`config.mk`:
```
export PLATFORM = sky130hd
export DESIGN_NAME = mips_fetch
export DESIGN_NICKNAME = d
export VERILOG_FILES = /design/src/rtl/mips_pkg.sv /design/src/rtl/mips_fetch_pc.sv /design/src/rtl/mips_fetch.sv
export SDC_FILE = /design/constraint.sdc
export NUM_CORES = 1
export LEC_CHECK = 0
export CAP_MARGIN = 20
export CORE_MARGIN = 2
export CORE_UTILIZATION = 48
export DETAILED_ROUTE_END_ITERATION = 10
export PLACE_DENSITY = 0.81
export SETUP_SLACK_MARGIN = 0.5
export SYNTH_ARGS = -nofsm -noshare
export SYNTH_HDL_FRONTEND = slang
export SYNTH_SLANG_ARGS = --single-unit
export TNS_END_PERCENT = 30
```
`constraint.sdc`:
```
create_clock -name clk -period 2.5 [get_ports clk]
set_clock_uncertainty 0.05 [all_clocks]
set_input_delay 0.5 -clock clk [delete_from_list [all_inputs] [get_ports clk]]
set_output_delay 0.5 -clock clk [all_outputs]
set_load 0.05 [all_outputs]
```
`src/rtl/mips_pkg.sv`:
```
// Shared MIPS core definitions: word type, architectural constants and the fetch FSM states.
package mips_pkg;

   typedef logic [31:0] word_t;

   localparam word_t MIPS_RESET_PC = 32'h0000_3000;
   localparam word_t MIPS_NOP      = 32'h0000_0000;

   typedef enum logic [1:0] {
      S_IDLE,
      S_WAIT,
      S_DROP
   } fetch_state_e;

endpackage

```
`src/rtl/mips_fetch_pc.sv`:
```
// Fetch PC register with pending branch redirect and next-pc selection.
module mips_fetch_pc
   import mips_pkg::*;
#(
   parameter word_t RESET_PC = MIPS_RESET_PC
) (
   input  logic  clk_i,
   input  logic  rst_ni,
   input  logic  advance_i,
   input  logic  flush_i,
   input  word_t flush_pc_i,
   input  logic  br_taken_i,
   input  word_t br_target_i,
   output word_t pc_o
);

   word_t pc_q, pc_d;
   word_t tgt_q, tgt_d;
   logic  pend_q, pend_d;
   word_t pc_next;

   always_comb begin
      pc_next = pend_q ? tgt_q : pc_q + 32'd4;
      pc_d    = pc_q;
      pend_d  = pend_q;
      tgt_d   = tgt_q;
      if (flush_i) begin
         pc_d   = flush_pc_i;
         pend_d = 1'b0;
      end else begin
         if (advance_i) begin
            pc_d   = pc_next;
            pend_d = 1'b0;
         end
         // A redirect arriving with an advance waits for the following one (delay slot).
         if (br_taken_i) begin
            pend_d = 1'b1;
            tgt_d  = br_target_i;
         end
      end
   end

   always_ff @(posedge clk_i or negedge rst_ni) begin
      if (!rst_ni) begin
         pc_q   <= RESET_PC;
         tgt_q  <= '0;
         pend_q <= 1'b0;
      end else begin
         pc_q   <= pc_d;
         tgt_q  <= tgt_d;
         pend_q <= pend_d;
      end
   end

   assign pc_o = pc_q;

endmodule

```
`src/rtl/mips_fetch.sv`:
```
// MIPS instruction fetch stage: one outstanding imem request, fetch-to-decode register.
// Optional misaligned-pc detection (id_adel) enabled by defining MIPS_FETCH_ALIGN_CHK_EN.
module mips_fetch
   import mips_pkg::*;
#(
   parameter word_t RESET_PC = MIPS_RESET_PC
) (
   input  logic  clk,
   input  logic  reset,
   output logic  imem_req,
   output word_t imem_addr,
   input  logic  imem_ack,
   input  word_t imem_rdata,
   input  logic  br_taken,
   input  word_t br_target,
   input  logic  flush,
   input  word_t flush_pc,
   output logic  id_valid,
   output word_t id_instr,
   output word_t id_pc,
   output word_t id_pc8,
`ifdef MIPS_FETCH_ALIGN_CHK_EN
   output logic  id_adel,
`endif
   input  logic  id_ready
);

   fetch_state_e state_q, state_d;
   word_t        pc;
   logic         can_load;
   logic         misaligned;
   logic         resp;
   logic         adel_load;
   logic         advance;

   mips_fetch_pc #(
      .RESET_PC (RESET_PC)
   ) u_pc (
      .clk_i       (clk),
      .rst_ni      (reset),
      .advance_i   (advance),
      .flush_i     (flush),
      .flush_pc_i  (flush_pc),
      .br_taken_i  (br_taken),
      .br_target_i (br_target),
      .pc_o        (pc)
   );

`ifdef MIPS_FETCH_ALIGN_CHK_EN
   assign misaligned = (pc[1:0] != 2'b00);
   assign imem_addr  = pc;
`else
   assign misaligned = 1'b0;
   assign imem_addr  = pc & 32'hFFFF_FFFC;
`endif

   assign can_load  = !id_valid || id_ready;
   // Reset gates the request combinationally so it drops the moment reset asserts.
   assign imem_req  = reset && (state_q == S_IDLE) && !flush && can_load && !misaligned;
   assign resp      = (state_q == S_WAIT) && imem_ack && !flush;
   assign adel_load = (state_q == S_IDLE) && misaligned && can_load && !flush;
   assign advance   = resp || adel_load;

   always_comb begin
      state_d = state_q;
      unique case (state_q)
         S_IDLE: begin
            if (!flush && imem_req) state_d = S_WAIT;
         end
         S_WAIT: begin
            if (flush)         state_d = imem_ack ? S_IDLE : S_DROP;
            else if (imem_ack) state_d = S_IDLE;
         end
         S_DROP: begin
            if (flush || imem_ack) state_d = S_IDLE;
         end
         default: state_d = S_IDLE;
      endcase
   end

   always_ff @(posedge clk or negedge reset) begin
      if (!reset) state_q <= S_IDLE;
      else        state_q <= state_d;
   end

   always_ff @(posedge clk or negedge reset) begin
      if (!reset) begin
         id_valid <= 1'b0;
         id_instr <= '0;
         id_pc    <= '0;
         id_pc8   <= '0;
      end else if (flush) begin
         id_valid <= 1'b0;
      end else if (resp) begin
         id_valid <= 1'b1;
         id_instr <= imem_rdata;
         id_pc    <= pc;
         id_pc8   <= pc + 32'd8;
      end else if (adel_load) begin
         id_valid <= 1'b1;
         id_instr <= MIPS_NOP;
         id_pc    <= pc;
         id_pc8   <= pc + 32'd8;
      end else if (id_valid && id_ready) begin
         id_valid <= 1'b0;
      end
   end

`ifdef MIPS_FETCH_ALIGN_CHK_EN
   always_ff @(posedge clk or negedge reset) begin
      if (!reset)                      id_adel <= 1'b0;
      else if (flush)                  id_adel <= 1'b0;
      else if (resp)                   id_adel <= 1'b0;
      else if (adel_load)              id_adel <= 1'b1;
      else if (id_valid && id_ready)   id_adel <= 1'b0;
   end
`endif

endmodule

```
==> results of run 1 <==
stage by stage:
stage               std cells  util [%]
global placement         1246      64.1
finish                   1301      69.4
floorplan                 873         -
detailed placement       1246      64.1
global route             1301      69.4
CTS                      1278      67.6
per-layer routing:
layer / up-vias / global-route usage, % / share of wire, %
met1: 3323 / 34.4 / 41
met4: 0 / 8.64 / 2.2
met5: - / 0 / 0
met3: 40 / 8.38 / 9.6
li1: 3268 / - / -
met2: 321 / 41.4 / 47
how the worst max path moves through the flow:
stage | end | from | slack, ns
4_1_cts | imem_addr[19] | u_pc.pc_o[19] | 0.30
5_1_grt | id_pc8[21] | id_pc8[21] | 0.32
3_5_place_dp | u_pc.pc_o[22] | imem_ack | 0.22
3_3_place_gp | u_pc.pc_o[9] | imem_ack | 0.28
2_1_floorplan | imem_req | flush | 0.51
6_report | id_pc8[25] | id_pc8[25] | 0.35
sequential cells by signal (all words and copies together), names as in the netlist:
name	cells
u_pc.tgt_q	32
id_pc8	29
id_pc	32
state_q	2
u_pc.pc_o	32
id_instr	32
id_valid	1
u_pc.pend_q	1
power by group through the flow:
stage | registers [uW] | clock network [uW] | logic, uW
global route | 3770 | 2630 | 4520
detailed placement | 3740 | 0 | 4280
finish | 3680 | 2490 | 4300
global placement | 3720 | 0 | 4210
floorplan | 5220 | 0 | 1260
CTS | 3700 | 2520 | 4240
layout by cell type (no fill, tap or decap), types with 18 or more instances in the layout:
cell / count
dfrtp_1: 141
a21oi_1: 42
nand3_1: 27
dfrtp_2: 18
xor2_1: 24
buf_4: 45
o21ai_0: 61
xnor2_1: 20
clkdlybuf4s15_2: 22
dlymetal6s2s_1: 32
nand2_1: 262
nor2_1: 21
clkdlybuf4s50_1: 154
mux2_2: 32
cell type report:
cell class / instances / area [um2]
Fill cell: 1232 / 4870
Tap cell: 216 / 270
Inverter: 9 / 33.8
Sequential cell: 161 / 4050
Clock inverter: 9 / 82.6
Multi-Input combinational cell: 602 / 3330
Timing Repair Buffer: 280 / 2820
Antenna cell: 1 / 2.50
Clock buffer: 23 / 478
repair_timing:
action                                  in CTS  in global routing
pin swaps                                    0                  1
gates resized for setup                     97                 55
buffers inserted                             0                 22
endpoints found under the setup margin     134                127
logic make-up (layout without fill, tap and decap cells):
logic type               after synthesis  after routing  share of synthesized area (%)
AO/OA/AOI/OAI                        135            135                           9.52
XOR/XNOR                              44             44                           4.90
adder cells (fa/ha/maj)                2              2                          0.318
buffers and inverters                110            321                           7.27
flip-flops                           161            161                           51.2
multiplexers                          37             37                           5.22
other                                  1              3                         0.0477
AND/OR/NAND/NOR                      382            382                           21.5
==> flow_summary.toml, run 1 <==
[grt]
grt_max_degree = 162
overflow = 0
grt_usage_pct = 26.2
antenna_found_initial = 2
grt_first_pass_wirelength_um = 36100
grt_pass1_vias = 6803

[floorplanning]
die_y_um = 132
ios = 232
rows = 46
initial_core_util_pct = 49.4
die_w_um = 132
dieArea_um2 = 17400
core_um2 = 15900

[logic_synthesis]
synth.distinct_cells = 49
synthesis.instances = 872
synth_top_area_share_pct = 50.6
synth_edf_count = 0
synth.avg_cell_area_um2 = 9.02
yosys_register_bits = 161
async_flop_share_pct = 100
syn_area_um2 = 7870
synth_common_cells = "nand2_1, dfrtp_1, o21ai_0"
synth_area_leaders = "dfrtp_1, nand2_1, mux2_2"
ys_warn_count = 0
seq_area_frac_synth_pct = 51.2
synth_top_area_cell = "dfrtp_1"
ys_dominant_reg_cell = "dfrtp_1"
post-synth-top-count-cell = "nand2_1"

[power]
vdd_drop_max_uv = 543
p_leak_uw = 0.00526
pwr-share-seq_pct = 35.2
power_frac_comb_pct = 41.0
p_int_uw = 6110
total_power_uw = 10500
p_per_area_nw_per_um2 = 946
p_clk_share_pct = 23.8
p_sw_share_pct = 41.7
switchingPower_uw = 4360

[timing]
rsz0062_at_grt = "true"
fin_crit_sh_pct = 86.1
maxSlewHeadroom_pct = 38.2
tns_ns = 0
setup_violations = 0
hold_ws_ns = 0.140
post-route-min-period_ns = 2.15
max_freq_mhz = 464
setup_slack_ns = 0.346
drv_slew = 0
worst_slew_pin_slew_ns = 0.927
hold_viol_final = 0

[detailed_routing]
routedWlPerCell_um = 17.5
wl_um = 22800
drtPass1Iterations = 5
vias_per_cell = 5.34
vias = 6952
drc_errors = 0
ant_nets = 0
drt_iter0_drc = 568

[setup_path]
reg2regPathDepth = 5
critical_path.top_delay_family = "buffers and inverters"
end_kind = "primary output"
reg2reg_slack_ns = 0.47
worst_ep_required_time_ns = 1.95
crit_arrival_ns = 1.60
worstSetupPathDepth = 1
rr_endpoint = "u_pc.pc_o[31]"
critPathMaxStageDelay_ns = 0.82
worstPathMaxFanout = 2
criticalPathCategory = "reg -> out"
r2r_start = "u_pc.pc_o[12]"
crit_chain = "clkdlybuf4s50_1"
cp-start-kind = "flop"
path_buf_inv = 1
slowest_stage = "clkdlybuf4s50_1"

[clock_tree]
cts_buffer_depth = 2
holdBufCountCts = 0
cts_tree = "built"
cts_root_buf = "clkbuf_16"
clk_pin_slew_ns = 0.06
clock_latency_ns = 0.42
htreeDepth = 4
cts.sinks = 161
cts_buffers = 17

[finish]
area_growth_pct = 40.7
fin_area_um2 = 11100
nNetsFinal = 1175
drive_gt1_share_pct = 16.2

[worst_hold_path]
hp-class = "in -> async"

[placement]
port_buffers = 229
hpwl_um = 15900
placed_area_um2 = 10200
place_ws_ns = 0.216
finalWeightedCongestion = 0.887

[run]
maxCapViolations = 0

[run_status]
run_status = "finished clean"
(Power assumes the default switching activity.)
==> run 2, diff against run 1 <==
==> constraint.sdc (replaced) <==
create_clock -name clk -period 2.5 [get_ports clk]
set_clock_uncertainty 0.05 [all_clocks]
set_input_delay 0.5 -clock clk [delete_from_list [all_inputs] [get_ports clk]]
set_output_delay 0.5 -clock clk [all_outputs]
set_load 0.005 [all_outputs]
==> flow_summary.toml, run 2 (synthesized netlist as in run 1, its figures left out) <==
[run_status]
run_status = "finished clean"

[clock_tree]
cts_tree = "built"
htreeDepth = 4
holdBufCountCts = 0
cts_buffer_depth = 2
clk_pin_slew_ns = 0.06
cts_buffers = 17
clock_latency_ns = 0.43
cts.sinks = 161
cts_root_buf = "clkbuf_16"

[floorplanning]
dieArea_um2 = 17400
die_w_um = 132
ios = 232
die_y_um = 132
initial_core_util_pct = 49.4
core_um2 = 15900
rows = 46

[grt]
antenna_found_initial = 1
grt_first_pass_wirelength_um = 36600
grt_max_degree = 128
grt_usage_pct = 26.6
grt_pass1_vias = 6947
overflow = 0

[setup_path]
worstPathMaxFanout = 23
slowest_stage = "dfrtp_1"
crit_start = "u_pc.pend_q"
path_buf_inv = 2
end_kind = "flop"
criticalPathCategory = "reg -> reg"
critical_path.top_delay_family = "compound AO/OA/AOI/OAI gates"
crit_arrival_ns = 2.46
crit_chain = "buf_12 -> inv_1 -> nor2_1 -> o21ai_1 -> a21oi_1 -> o2bb2ai_1"
critPathMaxStageDelay_ns = 0.56
cp-start-kind = "flop"
worst_ep_required_time_ns = 2.78
r2r_start = "u_pc.pend_q"

[power]
power_frac_comb_pct = 29.7
p_per_area_nw_per_um2 = 778
p_leak_uw = 0.00494
switchingPower_uw = 2470
total_power_uw = 8690
vdd_drop_max_uv = 491
pwr-share-seq_pct = 41.8
p_sw_share_pct = 28.4
p_int_uw = 6220
p_clk_share_pct = 28.5

[finish]
area_growth_pct = 42.1
nNetsFinal = 1197
fin_area_um2 = 11200
drive_gt1_share_pct = 14.9
fillers = 1228
final_common_cell = "nand2_1"
final_cell_mix = "nand2_1, clkdlybuf4s50_1, dfrtp_1, buf_4, o21ai_0"

[timing]
post-route-min-period_ns = 2.18
rsz0062_at_grt = "true"
max_freq_mhz = 458
worst_slew_pin_slew_ns = 0.757
drv_slew = 0
hold_ws_ns = 0.116
fin_crit_sh_pct = 87.3
maxSlewHeadroom_pct = 49.5
tns_ns = 0
hold_viol_final = 0
setup_violations = 0

[detailed_routing]
vias_per_cell = 5.41
wl_um = 23400
drt_iter0_drc = 468
drtPass1Iterations = 6
ant_nets = 0
vias = 7152
routedWlPerCell_um = 17.7
drc_errors = 0

[placement]
finalWeightedCongestion = 0.884
placed_area_um2 = 10300
port_buffers = 229
hpwl_um = 16100

[run]
maxCapViolations = 0

[worst_hold_path]
hp-class = "in -> async"
[run 2: per-layer routing]
metal | vias to the layer above | part of all wire, % | GRT usage [%]
li1 | 3313 | - | -
met1 | 3426 | 40 | 34.6
met2 | 359 | 47 | 41.0
met3 | 54 | 11 | 9.80
met4 | 0 | 2.5 | 9.60
met5 | - | 0 | 0
[run 2: power groups by stage]
stage	clock (uW)	combinational (uW)	sequential, uW
6_report	2480	2590	3630
5_1_grt	2620	2830	3700
4_1_cts	2510	2510	3640
3_5_place_dp	0	2460	3690
3_3_place_gp	0	2380	3670
2_1_floorplan	0	965	3610
[run 2: path summary, 6_finish.rpt]
kind	to	slack, ns	cells after the start
setup reg to reg	u_pc.pc_o[16]	0.32	6
min in group clk	id_pc[19]	0.42	2
hold reg to reg	id_pc[19]	0.42	2
max in group asynchronous	u_pc.pc_o[14]	1.68	2
hold / removal	id_pc[5]	0.12	2
setup / recovery	u_pc.pc_o[16]	0.32	6
[run 2: worst register-to-register path: stages (launching register included)]
cell and delay, ns:
dfrtp_1 0.56, buf_12 0.26, inv_1 0.35, nor2_1 0.10, o21ai_1 0.34, a21oi_1 0.16
o2bb2ai_1 0.25
[run 2: layout make-up]
class	count	area [um2]	area share, %
well taps	216	270	2.42
diodes	1	2.50	0.0224
repair buffers	302	2920	26.1
multi-input cells	602	3350	30.0
flip-flops and latches	161	4040	36.2
inverters	9	33.8	0.302
clock buffers	22	474	4.24
clock inverters	9	83.8	0.750
[run 2: stage by stage]
step	std cells	setup WS, ns	utilization [%]
2_1_floorplan	873	0.586	-
3_3_place_gp	1259	0.194	64.6
3_5_place_dp	1259	0.135	64.6
4_1_cts	1299	0.369	68.7
5_1_grt	1322	0.228	70.1
6_report	1322	0.318	70.1
[run 2: timing repair]
action | CTS | global route
pin swaps | 1 | 3
gates cloned | 0 | 0
hold endpoints to repair | 0 | 0
setup buffers | 9 | 22
resized for setup | 12 | 19
endpoints found under the setup margin | 43 | 59
